`config.mk`:
```
export PLATFORM = sky130hd
export DESIGN_NAME = ic_cpu_bus_axi_bridge_pipe
export DESIGN_NICKNAME = d
export VERILOG_FILES = /design/src/rtl/ic_cpu_bus_axi_bridge_pipe.sv
export SDC_FILE = /design/constraint.sdc
export NUM_CORES = 1
export LEC_CHECK = 0
export ABC_AREA = 1
export CAP_MARGIN = 30
export CORE_MARGIN = 2
export CORE_UTILIZATION = 32
export CTS_BUF_LIST = sky130_fd_sc_hd__clkbuf_16
export CTS_CLUSTER_SIZE = 24
export DETAILED_ROUTE_END_ITERATION = 12
export GPL_TIMING_DRIVEN = 0
export PLACE_DENSITY_LB_ADDON = 0.08
export SKIP_LAST_GASP = 1
export SYNTH_ARGS = -nofsm -noshare
export SYNTH_HDL_FRONTEND = slang
export SYNTH_SLANG_ARGS = --single-unit
```
`constraint.sdc`:
```
create_clock -name m0_aclk -period 5.7 [get_ports m0_aclk]
set_input_delay 1.71 -clock m0_aclk [delete_from_list [all_inputs] [get_ports m0_aclk]]
set_output_delay 1.71 -clock m0_aclk [all_outputs]
set_load 0.05 [all_outputs]
```
`src/rtl/ic_cpu_bus_axi_bridge_pipe.sv`:
```
// ic_cpu_bus_axi_bridge_pipe: pipelined CPU request/response port to AXI4-Lite master bridge
// with in-order responses and up to DEPTH same-direction transactions in flight.
module ic_cpu_bus_axi_bridge_pipe #(
    parameter int DW = 32,
    parameter int AW = 32,
    parameter int DEPTH = 4,
    parameter logic [2:0] PROT = 3'b000
) (
    input  logic            m0_aclk,
    input  logic            m0_areset,
    output logic            m0_awvalid,
    input  logic            m0_awready,
    output logic [AW-1:0]   m0_awaddr,
    output logic [2:0]      m0_awprot,
    output logic            m0_wvalid,
    input  logic            m0_wready,
    output logic [DW-1:0]   m0_wdata,
    output logic [DW/8-1:0] m0_wstrb,
    input  logic            m0_bvalid,
    output logic            m0_bready,
    input  logic [1:0]      m0_bresp,
    output logic            m0_arvalid,
    input  logic            m0_arready,
    output logic [AW-1:0]   m0_araddr,
    output logic [2:0]      m0_arprot,
    input  logic            m0_rvalid,
    output logic            m0_rready,
    input  logic [1:0]      m0_rresp,
    input  logic [DW-1:0]   m0_rdata,
    input  logic            enable,
    input  logic            mem_req,
    output logic            mem_gnt,
    input  logic            mem_wen,
    input  logic [DW/8-1:0] mem_strb,
    input  logic [DW-1:0]   mem_wdata,
    input  logic [AW-1:0]   mem_addr,
    output logic            mem_recv,
    input  logic            mem_ack,
    output logic            mem_error,
    output logic [DW-1:0]   mem_rdata
);
    localparam int CW = $clog2(DEPTH + 1);

    logic [CW-1:0]   count;
    logic            dir, ar_pend, aw_pend, w_pend;
    logic [AW-1:0]   addr;
    logic [DW-1:0]   wdata;
    logic [DW/8-1:0] strb;
    logic            cpu_req, cpu_rsp, hold_empty;
    logic            unused_resp;

    assign unused_resp = m0_bresp[0] ^ m0_rresp[0];

    always_comb begin
        hold_empty = !(ar_pend | aw_pend | w_pend);
        // a direction change only happens once everything outstanding has drained
        mem_gnt    = !m0_areset & enable & hold_empty & (count < CW'(DEPTH)) &
                     ((count == '0) | (dir == mem_wen));
        mem_recv   = (count != '0) & (dir ? m0_bvalid : m0_rvalid);
        cpu_req    = mem_req & mem_gnt;
        cpu_rsp    = mem_recv & mem_ack;
        m0_rready  = !dir & cpu_rsp;
        m0_bready  = dir & cpu_rsp;
        mem_error  = !m0_areset & (dir ? m0_bresp[1] : m0_rresp[1]);
        mem_rdata  = m0_rdata;
        m0_arvalid = ar_pend;
        m0_awvalid = aw_pend;
        m0_wvalid  = w_pend;
        m0_araddr  = addr;
        m0_awaddr  = addr;
        m0_wdata   = wdata;
        m0_wstrb   = strb;
        m0_arprot  = PROT;
        m0_awprot  = PROT;
    end

    always_ff @(posedge m0_aclk or posedge m0_areset) begin
        if (m0_areset) begin
            count   <= '0;
            dir     <= 1'b0;
            ar_pend <= 1'b0;
            aw_pend <= 1'b0;
            w_pend  <= 1'b0;
            addr    <= '0;
            wdata   <= '0;
            strb    <= '0;
        end else begin
            if (cpu_req) begin
                addr  <= mem_addr;
                wdata <= mem_wdata;
                strb  <= mem_strb;
                dir   <= mem_wen;
            end
            ar_pend <= cpu_req ? !mem_wen : ar_pend & !m0_arready;
            aw_pend <= cpu_req ? mem_wen : aw_pend & !m0_awready;
            w_pend  <= cpu_req ? mem_wen : w_pend & !m0_wready;
            count   <= count + CW'(cpu_req) - CW'(cpu_rsp);
        end
    end
endmodule

```
## Word-level counts from Yosys, hierarchy flattened

Cells that the tools add are included.

| word-level totals | value |
|---|---|
| bits in registers | 75 |
| input bits | 115 |
| output and inout bits | 146 |
| logic and storage cells | 42 |

| operators by class | value |
|---|---|
| $add $sub $neg | 2 |
| magnitude comparators | 1 |
| equality and inequality tests | 1 |
| muxes and demuxes | 5 |
| bitwise operators | 16 |
| reductions and logical operators | 9 |

Operators with widths:

| kind | count |
|---|---|
| 1-bit bitwise AND | 13 |
| 1-bit logical NOT | 7 |
| 1-bit 2-to-1 mux | 5 |
| 3-bit by 1-bit adder with 3-bit output | 1 |
| 3-bit logical NOT | 1 |
| 3-bit < comparator, second input constant | 1 |
| 1-bit bitwise OR | 3 |
| 3-bit nonzero test | 1 |
| 3-bit by 1-bit subtractor with 3-bit output | 1 |
| 1-bit == test | 1 |

## Logic depth before layout (Yosys ltp)

| depth | value |
|---|---|
| word-level depth | 9 |
| depth in mapped cells | 12 |
| depth with buffers taken out | 12 |

## Worst setup path after synthesis

Ideal clock, no wire load.

| timing path | value |
|---|---|
| kind | input to output |
| start point | input port m0_areset |
| end point | output port mem_gnt |
| arrival | 4,348 ps |
| data required time | 3,990 ps |
| setup slack | -358 ps |
| stages on the path | 6 |
| buffers on the path | 1 |
| path through | inv_1 -> nand2_1 -> nor2_2 -> buf_2 -> nand2_1 -> inv_1 |

| between the ends | value |
|---|---|
| cells in the longest elaborated chain, start to end | 5 |

RTL lines:

| what | line | text |
|---|---|---|
| start, declared | 10 | `input logic m0_areset,` |
| 1-bit logical NOT (no line) | - |  |
| 1-bit bitwise AND (4 in series) | 57 | `mem_gnt = !m0_areset & enable & hold_empty & (count < CW'(DEPTH)) &` |
| end, declared | 32 | `output logic mem_gnt,` |

No other way between the ends.

## Worst setup path in the final report

Same ends and word-level chain as after synthesis.

==> impl_metrics.tcl <==
set metrics [dict create \
    status "completed" \
    startpoint_type "input pin" \
    synth_area_leaders "dfrtp_1 50%, nand2_1 15%, buf_4 14%" \
    cp_common_cell "nand2_1" \
    cts.clk_slew.worst_paths_ns 0.06 \
    yosysWarnings 0 \
    clkLatencyLatePin_ns 0.33 \
    power.density_mw_per_mm2 682 \
    drive_above_1_share_pct 17.0 \
    setup.worst_path.start "m0_areset" \
    avgRoutedWirePerCell_um 14.1 \
    root_buffer "clkbuf_16" \
    ctsHtreeMaxLevel 3 \
    clockBufferDepth 2 \
    hold_class "flip-flop to flip-flop" \
    syn_avg_cell_area_um2 8.71 \
    area_growth_pct 73.5 \
    layout.nets 784 \
    min_from "m0_wdata[11]" \
    via_count 3612 \
    die_h_um 112 \
    num_io_pins 261 \
    post-route-min-period_ns 5.48 \
    num_antenna_cells 0 \
    initial_utilization_pct 32.8 \
    drtIter0Drc 217 \
    finalCritPeriodShare_pct 96.2 \
    end_kind "output pin" \
    cts.sinks 75 \
    crit_slowest_cell "dlygate4sd2_1" \
    grt_pass1_vias 3483 \
    grt_util_all_layers_pct 18.3 \
    max_cap_violations 0 \
    fmax_ghz 0.182 \
    layout_common_cells "218 x clkdlybuf4s50_1, 152 x nand2_1, 75 x dfrtp_1" \
    grt_max_degree 34 \
    critPathTopFamily "buffers and inverters" \
    netlist_instances 428 \
    relSlewSlack_pct 62.0 \
    drc_errors 0 \
    core_area_mm2 0.0114 \
    antenna_left 0 \
    numPortBuffers 219 \
    gp_congestion 0.737 \
    setup_violations 0 \
    reg2reg_to "count[2]" \
    timing.rr.start "dir" \
    clock_skew_ns 0.00636 \
    pre_cts_ws_ns -0.575 \
    fp.dieArea_mm2 0.0125 \
    die_w_um 112 \
    maxSlewViolCount 0 \
    placement_rows 39 \
    hpwl_mm 8.70 \
    worstPathMaxFanout 27 \
    ys_seq_area_share_pct 50.4 \
    place_area_mm2 0.00616 \
    hold_end "m0_wdata[11]" \
    worstSetupPathType "input pin to output pin" \
    worst-r2r-setup-slack_ns 3.03 \
    p_leak_nw 3.14 \
    r2r_cells 12 \
    grt-ovfl-total 0 \
    path_buf_inv 6 \
    synth_top_cell_by_area "dfrtp_1" \
    final_common_cell "clkdlybuf4s50_1" \
    hold_viol_final 0 \
    ys_ff_latch 75 \
    antenna_found_initial 0 \
    synth_cell_types 19 \
    fin_ws_ns 0.216 \
    ys.flop_type "dfrtp_1" \
    routed_wl_mm 11.5 \
    peakVddDrop_v 0.000419 \
    synth_area_mm2 0.00373 \
    first_pass_iters 5 \
    yosysTopAreaCellShare_pct 50.4 \
    p_total_w 0.00441 \
    hold_path_depth 2 \
    synthArstFlopShare_pct 100 \
    via_per_inst 4.44 \
    cp.required_ns 3.99 \
    whs_ns 0.469 \
    final_area_mm2 0.00647 \
    rsz0062_at_grt "false" \
    final_util_pct 56.9 \
    cts_tree "built" \
    cts_hold_buf 0 \
    synth_edf_count 0 \
    tightest_slew_ns 0.568 \
    crit_chain "clkdlybuf4s50_1 > clkinvlp_4 > buf_12 > nand2_1 > nor2_4 > buf_2 > nand2_1 > inv_1 > dlygate4sd2_1" \
    cp_slowest_stage_delay_ns 0.51 \
    arrival_ns 3.77 \
    cts_buffers 9 \
    grt_first_pass_wirelength_mm 18.3 \
]
==> tightest hold or removal path, stage by stage, from the launching register on <==
cell and delay [ns]:
dfrtp_1 0.34, nand2_1 0.05, nand2_1 0.04
==> logic make-up (layout without fill, tap and decap cells) <==
logic type,Yosys count,count (layout),synth area share [%]
flops,75,75,50.4
other cells,1,6,0.101
compound gates,2,2,0.336
simple gates,234,234,28.6
xor+xnor,2,2,0.470
buf+inv,111,349,19.0
fa+ha+maj,3,3,1.21
==> metal layers <==
layer | track usage [%] | vias to the layer above | share of wire, %
met3 | 5.72 | 6 | 8.4
met1 | 24.7 | 1636 | 44
met2 | 28.4 | 167 | 46
met5 | 0 | - | 0
met4 | 5.35 | 0 | 0.76
li1 | - | 1803 | -
==> area by class of cell <==
class | count | area (um^2)
plain buffers | 99 | 662
flip-flops and latches | 75 | 1880
repair buffers | 222 | 2240
well taps | 143 | 179
clock inverters | 7 | 68.8
fillers | 1078 | 4900
inverters | 12 | 48.8
multi-input cells | 247 | 1170
clock buffers | 9 | 225
==> how the worst max path moves through the flow <==
stage	endpoint	slack (ns)	depth (start not counted)
2_1_floorplan	mem_gnt	0.47	6
5_1_grt	mem_gnt	0.05	9
6_report	mem_gnt	0.22	9
3_3_place_gp	mem_gnt	-1.28	8
3_5_place_dp	mem_gnt	-0.58	9
4_1_cts	mem_gnt	0.16	9
==> flip-flops by register name (all words and copies together) (netlist names) <==
name        count
count           3
dir             1
m0_araddr      32
m0_arvalid      1
m0_awvalid      1
m0_wdata       32
m0_wstrb        4
m0_wvalid       1
==> stage by stage <==
step	TNS, ns	std cells
after floorplan	0	433
after global routing	0	814
after detailed placement	-0.575	797
after global placement	-2.33	795
after CTS	0	814
final	0	814
==> cells in the mapped netlist (2+ instances only) <==
cell type,n
buf_2,22
buf_4,70
clkbuf_1,7
dfrtp_1,75
ha_1,2
inv_1,11
nand2_1,152
nand4_1,70
nor2_1,9
==> where the power goes <==
part	switching (W)	internal (W)
Combinational	0.00190	0.000979
Clock	0.000218	0.000336
Sequential	0.000182	0.000795
Total	0.00230	0.00211
==> what timing repair did <==
item,4_1_cts,5_1_grt
buffers inserted,1,0
gates resized for setup,2,0
setup endpoints to repair,1,0
Note: power is estimated with default switching activity, not from simulation.
